## src/rtl/ni_tx_local.sv

```systemverilog
// ni_tx_local: 1-of-4 RTZ network-interface transmitter for the local router port.
// Optional frame counter output frm_cnt is built when NI_TX_FRMCNT_EN is defined.
module ni_tx_local #(
    parameter int DW   = 16,
    parameter int SCN  = DW / 2,
    parameter int SYNC = 2
) (
    input  logic           clk,
    input  logic           rst_n,
    input  logic           hdr_valid,
    output logic           hdr_ready,
    input  logic [3:0]     dst_x,
    input  logic [3:0]     dst_y,
    input  logic [DW-9:0]  hdr_usr,
    input  logic           data_valid,
    output logic           data_ready,
    input  logic [DW-1:0]  data,
    input  logic           data_last,
    output logic [SCN-1:0] o0,
    output logic [SCN-1:0] o1,
    output logic [SCN-1:0] o2,
    output logic [SCN-1:0] o3,
    output logic           o4,
`ifdef NI_TX_FRMCNT_EN
    output logic [15:0]    frm_cnt,
`endif
    input  logic           oa
);

    typedef enum logic [1:0] {
        RSTW,
        IDLE,
        SEND,
        RTZ
    } state_e;

    typedef enum logic [1:0] {
        K_HEAD,
        K_BODY,
        K_EOF
    } kind_e;

    state_e         state_q;
    kind_e          kind_q;
    logic           last_q;
    logic [SCN-1:0] o0_q;
    logic [SCN-1:0] o1_q;
    logic [SCN-1:0] o2_q;
    logic [SCN-1:0] o3_q;
    logic           o4_q;
    logic [SYNC-1:0] sync_q;
    logic           oa_s;

    logic [4*SCN-1:0] head_tok;
    logic [4*SCN-1:0] body_tok;

    // Each 2-bit digit k raises exactly one rail bit k; rails packed {o3,o2,o1,o0}.
    function automatic logic [4*SCN-1:0] enc_1of4(input logic [DW-1:0] w);
        logic [4*SCN-1:0] r;
        r = '0;
        for (int k = 0; k < SCN; k++) begin
            case (w[2*k +: 2])
                2'd0:    r[0*SCN + k] = 1'b1;
                2'd1:    r[1*SCN + k] = 1'b1;
                2'd2:    r[2*SCN + k] = 1'b1;
                default: r[3*SCN + k] = 1'b1;
            endcase
        end
        return r;
    endfunction

    assign head_tok = enc_1of4({hdr_usr, dst_y, dst_x});
    assign body_tok = enc_1of4(data);

    // Ack synchronizer; left unreset so a held ack stays visible through reset.
    always_ff @(posedge clk) begin
        sync_q <= {sync_q[SYNC-2:0], oa};
    end

    assign oa_s = sync_q[SYNC-1];

    // Ready flags decode registered state only; outputs are all-zero whenever
    // either one is raised.
    assign hdr_ready  = rst_n && (state_q == IDLE) && !oa_s;
    assign data_ready = rst_n && (state_q == RTZ) && !oa_s
                        && (kind_q != K_EOF) && !last_q;

    // Token sequencer: head, bodies, EOF, each followed by a return-to-zero.
    always_ff @(posedge clk) begin
        if (!rst_n) begin
            state_q <= RSTW;
            kind_q  <= K_HEAD;
            last_q  <= 1'b0;
            o0_q    <= '0;
            o1_q    <= '0;
            o2_q    <= '0;
            o3_q    <= '0;
            o4_q    <= 1'b0;
        end else begin
            unique case (state_q)
                RSTW: begin
                    if (!oa_s) begin
                        state_q <= IDLE;
                    end
                end
                IDLE: begin
                    if (hdr_valid && hdr_ready) begin
                        o0_q    <= head_tok[0*SCN +: SCN];
                        o1_q    <= head_tok[1*SCN +: SCN];
                        o2_q    <= head_tok[2*SCN +: SCN];
                        o3_q    <= head_tok[3*SCN +: SCN];
                        o4_q    <= 1'b0;
                        kind_q  <= K_HEAD;
                        last_q  <= 1'b0;
                        state_q <= SEND;
                    end
                end
                SEND: begin
                    if (oa_s) begin
                        o0_q    <= '0;
                        o1_q    <= '0;
                        o2_q    <= '0;
                        o3_q    <= '0;
                        o4_q    <= 1'b0;
                        state_q <= RTZ;
                    end
                end
                RTZ: begin
                    if (!oa_s) begin
                        if (kind_q == K_EOF) begin
                            state_q <= IDLE;
                        end else if (last_q) begin
                            o4_q    <= 1'b1;
                            kind_q  <= K_EOF;
                            state_q <= SEND;
                        end else if (data_valid && data_ready) begin
                            o0_q    <= body_tok[0*SCN +: SCN];
                            o1_q    <= body_tok[1*SCN +: SCN];
                            o2_q    <= body_tok[2*SCN +: SCN];
                            o3_q    <= body_tok[3*SCN +: SCN];
                            o4_q    <= 1'b0;
                            kind_q  <= K_BODY;
                            last_q  <= data_last;
                            state_q <= SEND;
                        end
                    end
                end
                default: begin
                    state_q <= RSTW;
                end
            endcase
        end
    end

    assign o0 = o0_q;
    assign o1 = o1_q;
    assign o2 = o2_q;
    assign o3 = o3_q;
    assign o4 = o4_q;

`ifdef NI_TX_FRMCNT_EN
    logic [15:0] frm_cnt_q;

    // Count frames on the acknowledgement of their EOF token; wraps naturally.
    always_ff @(posedge clk) begin
        if (!rst_n) begin
            frm_cnt_q <= '0;
        end else if ((state_q == SEND) && oa_s && (kind_q == K_EOF)) begin
            frm_cnt_q <= frm_cnt_q + 16'd1;
        end
    end

    assign frm_cnt = frm_cnt_q;
`endif

endmodule

```

## config.mk

```make
export PLATFORM = sky130hd
export DESIGN_NAME = ni_tx_local
export DESIGN_NICKNAME = d
export VERILOG_FILES = /design/src/rtl/ni_tx_local.sv
export SDC_FILE = /design/constraint.sdc
export NUM_CORES = 1
export LEC_CHECK = 0
export CAP_MARGIN = 20
export CORE_ASPECT_RATIO = 0.6
export CORE_MARGIN = 5
export CORE_UTILIZATION = 45
export CTS_CLUSTER_DIAMETER = 40
export DETAILED_ROUTE_END_ITERATION = 10
export PLACE_DENSITY = 0.79
export SKIP_CTS_REPAIR_TIMING = 1
export SLEW_MARGIN = 20
export SYNTH_ARGS = -nofsm -noshare
export SYNTH_HDL_FRONTEND = slang
export SYNTH_SLANG_ARGS = --single-unit
```

## constraint.sdc

```tcl
create_clock -name clk -period 2.25 [get_ports clk]
set_input_delay 0.5625 -clock clk [delete_from_list [all_inputs] [get_ports clk]]
set_output_delay 0.5625 -clock clk [all_outputs]
set_load 0.01 [all_outputs]
```

==> results.toml, run 1 <==
[detailed_routing]
drc = 0
drt_wl_total_um = 6840
postRouteAntennaNets = 0
wire_per_inst_um = 17.5
num_vias = 2259
via_per_inst = 5.79
first_iter_violations = 188
dr.pass1.iters = 4

[hold_path]
hold_class = "flop to flop"

[sta]
setup_ws_ns = 0.118
worst_pin_slew_ns = 0.373
relSlewSlack = 0.751
rsz0062_at_grt = "no"
fin_skew_ns = 0.00791
max_clock_freq_ghz = 0.469
fin_crit_ns = 2.13
fin_crit_sh = 0.948
hold_viol = 0
slew_viol_final = 0
setup_viol = 0

[logic_synthesis]
synth.largest_area_cell = "dfxtp_1"
synth_xor_xnor_area_share = 0.00398
yosys-mux-area-fraction = 0
ys_seq_area_frac = 0.363
synth_area_leaders = "dfxtp_1 36%, a21oi_2 12%, o31ai_1 11%"
synth_common_cells = "40 x dfxtp_1, 32 x o31ai_1, 30 x a21oi_2"
synthAdderAreaFrac = 0
synth_top_area_frac = 0.363
yosys.cell_count.top_type = "dfxtp_1"
synth_edf_count = 0
ys_seq_elements = 40
yosysWarnings = 0
synth-simple-area-share = 0.206
syn_inst = 252
synthFlopType = "dfxtp_1"
syn_nets = 290
async_flop_share = 0
synthDistinctLibCells = 30
syn_area_per_cell_um2 = 8.74
synth_top_family_by_area = "compound AO/OA/AOI/OAI gates"
netlist_area_um2 = 2200
synth_compound_gate_area_share = 0.370

[final_layout]
syn_to_final_growth_pct = 44.2
utilization = 0.682
antenna_cells = 0
drive_gt1_frac = 0.183
final_nets = 364
fin_area_um2 = 3180

[cts]
ctsLongestPathBuffers = 2
clk_pin_slew_ns = 0.08
clock-sinks = 40
insertion_delay_ns = 0.29
cts_tree = "built"
cts_root_buffer = "clkbuf_8"
cts_buffers = 5
htreeDepth = 2

[global_route]
antenna_found_initial = 0
grt_usage = 0.213
grt_pass1_wl_um = 11000
grt_max_degree = 37
grt_overflow = 0
grt_pass1_vias = 2169

[critical_path]
crit_arrival_ns = 1.57
worstPathCellList = "clkdlybuf4s50_1 > nor2b_1 > and3_1 > dlymetal6s2s_1"
critPathMaxFanout = 3
cp.required_ns = 1.69
critPathSlowestCell = "clkdlybuf4s50_1"
critPathMaxStageDelay_ns = 0.52
cp-start-kind = "primary input"
end_kind = "output pin"
setup.worst_path.class = "primary input to output pin"

[pwr]
ir_drop_uv = 281
cellPowerDensity_nw_per_um2 = 570
leakage_nw = 1.21

[place]
place_area_um2 = 3050
routabilityCongestion = 0.867
dp_slack_ns = -0.267
dp_hpwl_um = 4850
port_buffers = 72

[floorplan]
rows = 19
coreArea_um2 = 4660
die_area_um2 = 6440
initial_core_util = 0.473
die_w_um = 100
die_y_um = 64.2
pin_count = 73

[status]
outcome = "finished, final reports clean"

[flow_run]
max_cap_violations = 0
==> metrics by stage <==
step / total power [mW] / TNS (ns) / instances / hold slack (ns)
after global routing: 1.89 / 0 / 390 / 0.338
after global placement: 1.17 / -0.668 / 382 / 0.312
after floorplan: 0.972 / 0 / 252 / 0.310
after CTS: 1.82 / -0.524 / 390 / 0.336
after detailed placement: 1.17 / -0.728 / 382 / 0.317
final: 1.81 / 0 / 390 / 0.338
==> power breakdown <==
group | internal (mW) | total [mW] | leakage, nW | switching (mW)
combinational | 0.198 | 0.393 | 0.822 | 0.195
clock | 0.392 | 0.649 | 0.0645 | 0.257
sequential | 0.744 | 0.770 | 0.326 | 0.0259
==> layout by cell type (no fill, tap or decap) <==
| cell | synthesis | layout |
|---|---|---|
| clkdlybuf4s50_1 | 0 | 70 |
| o21a_1 | 8 | 8 |
| dfxtp_2 | 0 | 1 |
| nor4b_4 | 1 | 1 |
| or2_2 | 0 | 1 |
| nor3_1 | 9 | 9 |
| dlymetal6s2s_1 | 0 | 2 |
| dfxtp_1 | 40 | 39 |
| inv_2 | 1 | 1 |
| a31oi_1 | 9 | 9 |
| nor2_1 | 19 | 19 |
| a32oi_1 | 8 | 8 |
| nand2_1 | 10 | 10 |
| o221a_1 | 3 | 3 |
| a21boi_1 | 1 | 1 |
| nand4_1 | 8 | 8 |
| o31ai_1 | 32 | 32 |
| nor3b_1 | 11 | 11 |
| o21ai_0 | 1 | 1 |
| inv_1 | 1 | 1 |
| bufinv_16 | 0 | 1 |
| and3b_1 | 2 | 2 |
| nor2b_1 | 10 | 10 |
| clkbuf_8 | 0 | 7 |
| nand3b_1 | 1 | 1 |
| buf_4 | 0 | 16 |
| nand2b_1 | 5 | 5 |
| a31o_1 | 1 | 1 |
| a41o_1 | 1 | 1 |
| a21oi_2 | 30 | 30 |
| a21oi_1 | 12 | 12 |
| xnor2_1 | 1 | 1 |
| and3_1 | 3 | 3 |
| buf_12 | 0 | 2 |
==> routing by layer <==
layer | up-vias | track usage | part of all wire
met4 | 0 | 0.0504 | 0.013
met2 | 92 | 0.312 | 0.42
met1 | 1043 | 0.305 | 0.47
met5 | - | 0 | 0
met3 | 11 | 0.0641 | 0.097
li1 | 1113 | - | -
==> path summary, 6_finish.rpt <==
kind,slack [ns],cells after the start,to,from
setup / recovery,0.12,4,data_ready,rst_n
hold reg to reg,0.34,0,sync_q[1],sync_q[0]
hold / removal,0.34,0,sync_q[1],sync_q[0]
setup reg to reg,0.47,6,o4,state_q[1]
==> cell type report <==
class,instances,area (um^2)
timing repair buffer,90,886
clock inverter,1,30.0
inverter,2,7.51
fill,386,1480
tap,63,78.8
multi-input combinational,187,1280
clock buffer,7,96.3
sequential,40,802
==> state kept, by name (all words and copies together), names as in the netlist <==
| signal | flops |
|---|---|
| o0 | 8 |
| o1 | 8 |
| o2 | 8 |
| o3 | 8 |
| kind_q | 2 |
| state_q | 2 |
| sync_q | 2 |
| last_q | 1 |
| o4 | 1 |
==> critical path: cells and delay by family <==
family	cells	cell delay [ns]
buf+inv	2	0.68
simple gates	2	0.33
==> cell families (layout without fill, tap and decap cells) <==
family | count (synthesis) | count (layout)
xor+xnor | 1 | 1
flops | 40 | 40
simple gates | 80 | 80
compound gates | 106 | 106
buf+inv | 25 | 100
Power figures use the tool's default switching activity.
==> run 2: changes to the inputs <==
==> constraint.sdc (replaced) <==
create_clock -name clk -period 2.03 [get_ports clk]
set_input_delay 0.5075 -clock clk [delete_from_list [all_inputs] [get_ports clk]]
set_output_delay 0.5075 -clock clk [all_outputs]
set_load 0.01 [all_outputs]
==> run 2 against run 1 <==
Effect of this change: clock skew decreased by 0.0044 ns; total power decreased by 0.48%; global-route usage decreased by 0.42 points; sequential share of layout area increased by 0.12 points; count of clock-buffer cells in the layout decreased by 1; combinational power increased by 13%; sequential power increased by 11%; critical endpoint is now o4; largest power group unchanged.
==> results.toml, run 2 (same netlist as run 1, synthesis figures left out) <==
[status]
outcome = "finished, final reports clean"

[sta]
worst_pin_slew_ns = 0.369
hold_viol = 0
fin_crit_sh = 0.882
slew_viol_final = 0
rsz0062_at_grt = "no"
setup_viol = 0
fin_crit_ns = 1.79
max_clock_freq_ghz = 0.559
fin_skew_ns = 0.00355
relSlewSlack = 0.754

[detailed_routing]
dr.pass1.iters = 5
postRouteAntennaNets = 0
first_iter_violations = 139
num_vias = 2292
via_per_inst = 5.85
drc = 0
wire_per_inst_um = 17.1
drt_wl_total_um = 6700

[critical_path]
end_kind = "flop"
r2r-end = "o4"
cp-start-kind = "primary input"
setup.worst_path.class = "primary input to flop"
r2r_start = "state_q[1]"
critPathMaxFanout = 6
cp.required_ns = 2.25
r2r_cells = 6
critPathSlowestCell = "clkdlybuf4s50_1"
r2r_slack_ns = 0.29
crit_arrival_ns = 2.00
worstPathCellList = "clkdlybuf4s50_1 > nor2b_1 > a31o_1 > or2_2 > buf_4 > nor3b_1"
critPathMaxStageDelay_ns = 0.42

[final_layout]
utilization = 0.679
syn_to_final_growth_pct = 43.6
antenna_cells = 0
layout_common_cells = "69 x clkdlybuf4s50_1, 39 x dfxtp_1, 32 x o31ai_1"
drive_gt1_frac = 0.195
final_common_cell = "clkdlybuf4s50_1"
final_nets = 367

[cts]
clock-sinks = 40
clk_pin_slew_ns = 0.08
ctsLongestPathBuffers = 2
cts_buffers = 5
cts_root_buffer = "clkbuf_8"
cts_tree = "built"
htreeDepth = 2
insertion_delay_ns = 0.29

[place]
port_buffers = 72
routabilityCongestion = 0.812
dp_hpwl_um = 4770

[global_route]
grt_max_degree = 38
antenna_found_initial = 0
grt_pass1_vias = 2169
grt_overflow = 0
grt_usage = 0.209
grt_pass1_wl_um = 10900

[hold_path]
holdPathStages = 0
holdPathEnd = "sync_q[1]"
hold_class = "flop to flop"
worstHoldStart = "sync_q[0]"

[floorplan]
initial_core_util = 0.473
coreArea_um2 = 4660
die_y_um = 64.2
die_w_um = 100
die_area_um2 = 6440
rows = 19
pin_count = 73

[pwr]
ir_drop_uv = 277
leakage_nw = 1.20
cellPowerDensity_nw_per_um2 = 570
power_mw = 1.80

[flow_run]
max_cap_violations = 0
[run 2: metal layers]
metal / GRT usage / vias to the layer above / part of all wire
met3: 0.0685 / 6 / 0.11
met4: 0.0504 / 0 / 0.0064
met5: 0 / - / 0
met1: 0.302 / 1060 / 0.46
li1: - / 1112 / -
met2: 0.296 / 114 / 0.42
[run 2: where the power goes]
group          leakage (nW)  total (mW)  switching [mW]  internal [mW]
clock                0.0410       0.508           0.274          0.234
combinational         0.837       0.444           0.218          0.226
sequential            0.326       0.852          0.0267          0.825
total                  1.20        1.80           0.519           1.28
[run 2: critical path: cells and delay by family]
family,cells,cell delay (ns)
AOI/OAI and AO/OA,1,0.23
buffers and inverters,2,0.61
and+or+nand+nor,3,0.65
[run 2: final cells by class]
cell class,count,area [um^2]
multi-input combinational,187,1290
fill,393,1500
clock inverter,1,5.00
inverter,2,7.51
tap,63,78.8
timing repair buffer,93,907
sequential,40,802
clock buffer,6,72.6
[run 2: per-stage QoR]
step | setup TNS (ns) | std cells | area, um^2 | setup slack, ns | hold slack (ns)
finish | 0 | 392 | 3160 | 0.240 | 0.337
global route | 0 | 392 | 3160 | 0.166 | 0.346
CTS | -0.733 | 390 | 3130 | -0.394 | 0.341
detailed placement | -8.67 | 383 | 3050 | -0.391 | 0.323
global placement | -8.45 | 383 | 3050 | -0.404 | 0.311
floorplan | 0 | 252 | 2200 | 0.386 | 0.310
[run 2: worst max path at each step]
stage | slack (ns) | startpoint | depth (start not counted) | endpoint
5_1_grt | 0.17 | state_q[1] | 7 | o0[6]
3_5_place_dp | -0.39 | rst_n | 4 | data_ready
3_3_place_gp | -0.40 | rst_n | 4 | data_ready
2_1_floorplan | 0.39 | state_q[1] | 4 | hdr_ready
6_report | 0.24 | hdr_valid | 6 | o4
4_1_cts | -0.39 | rst_n | 4 | data_ready
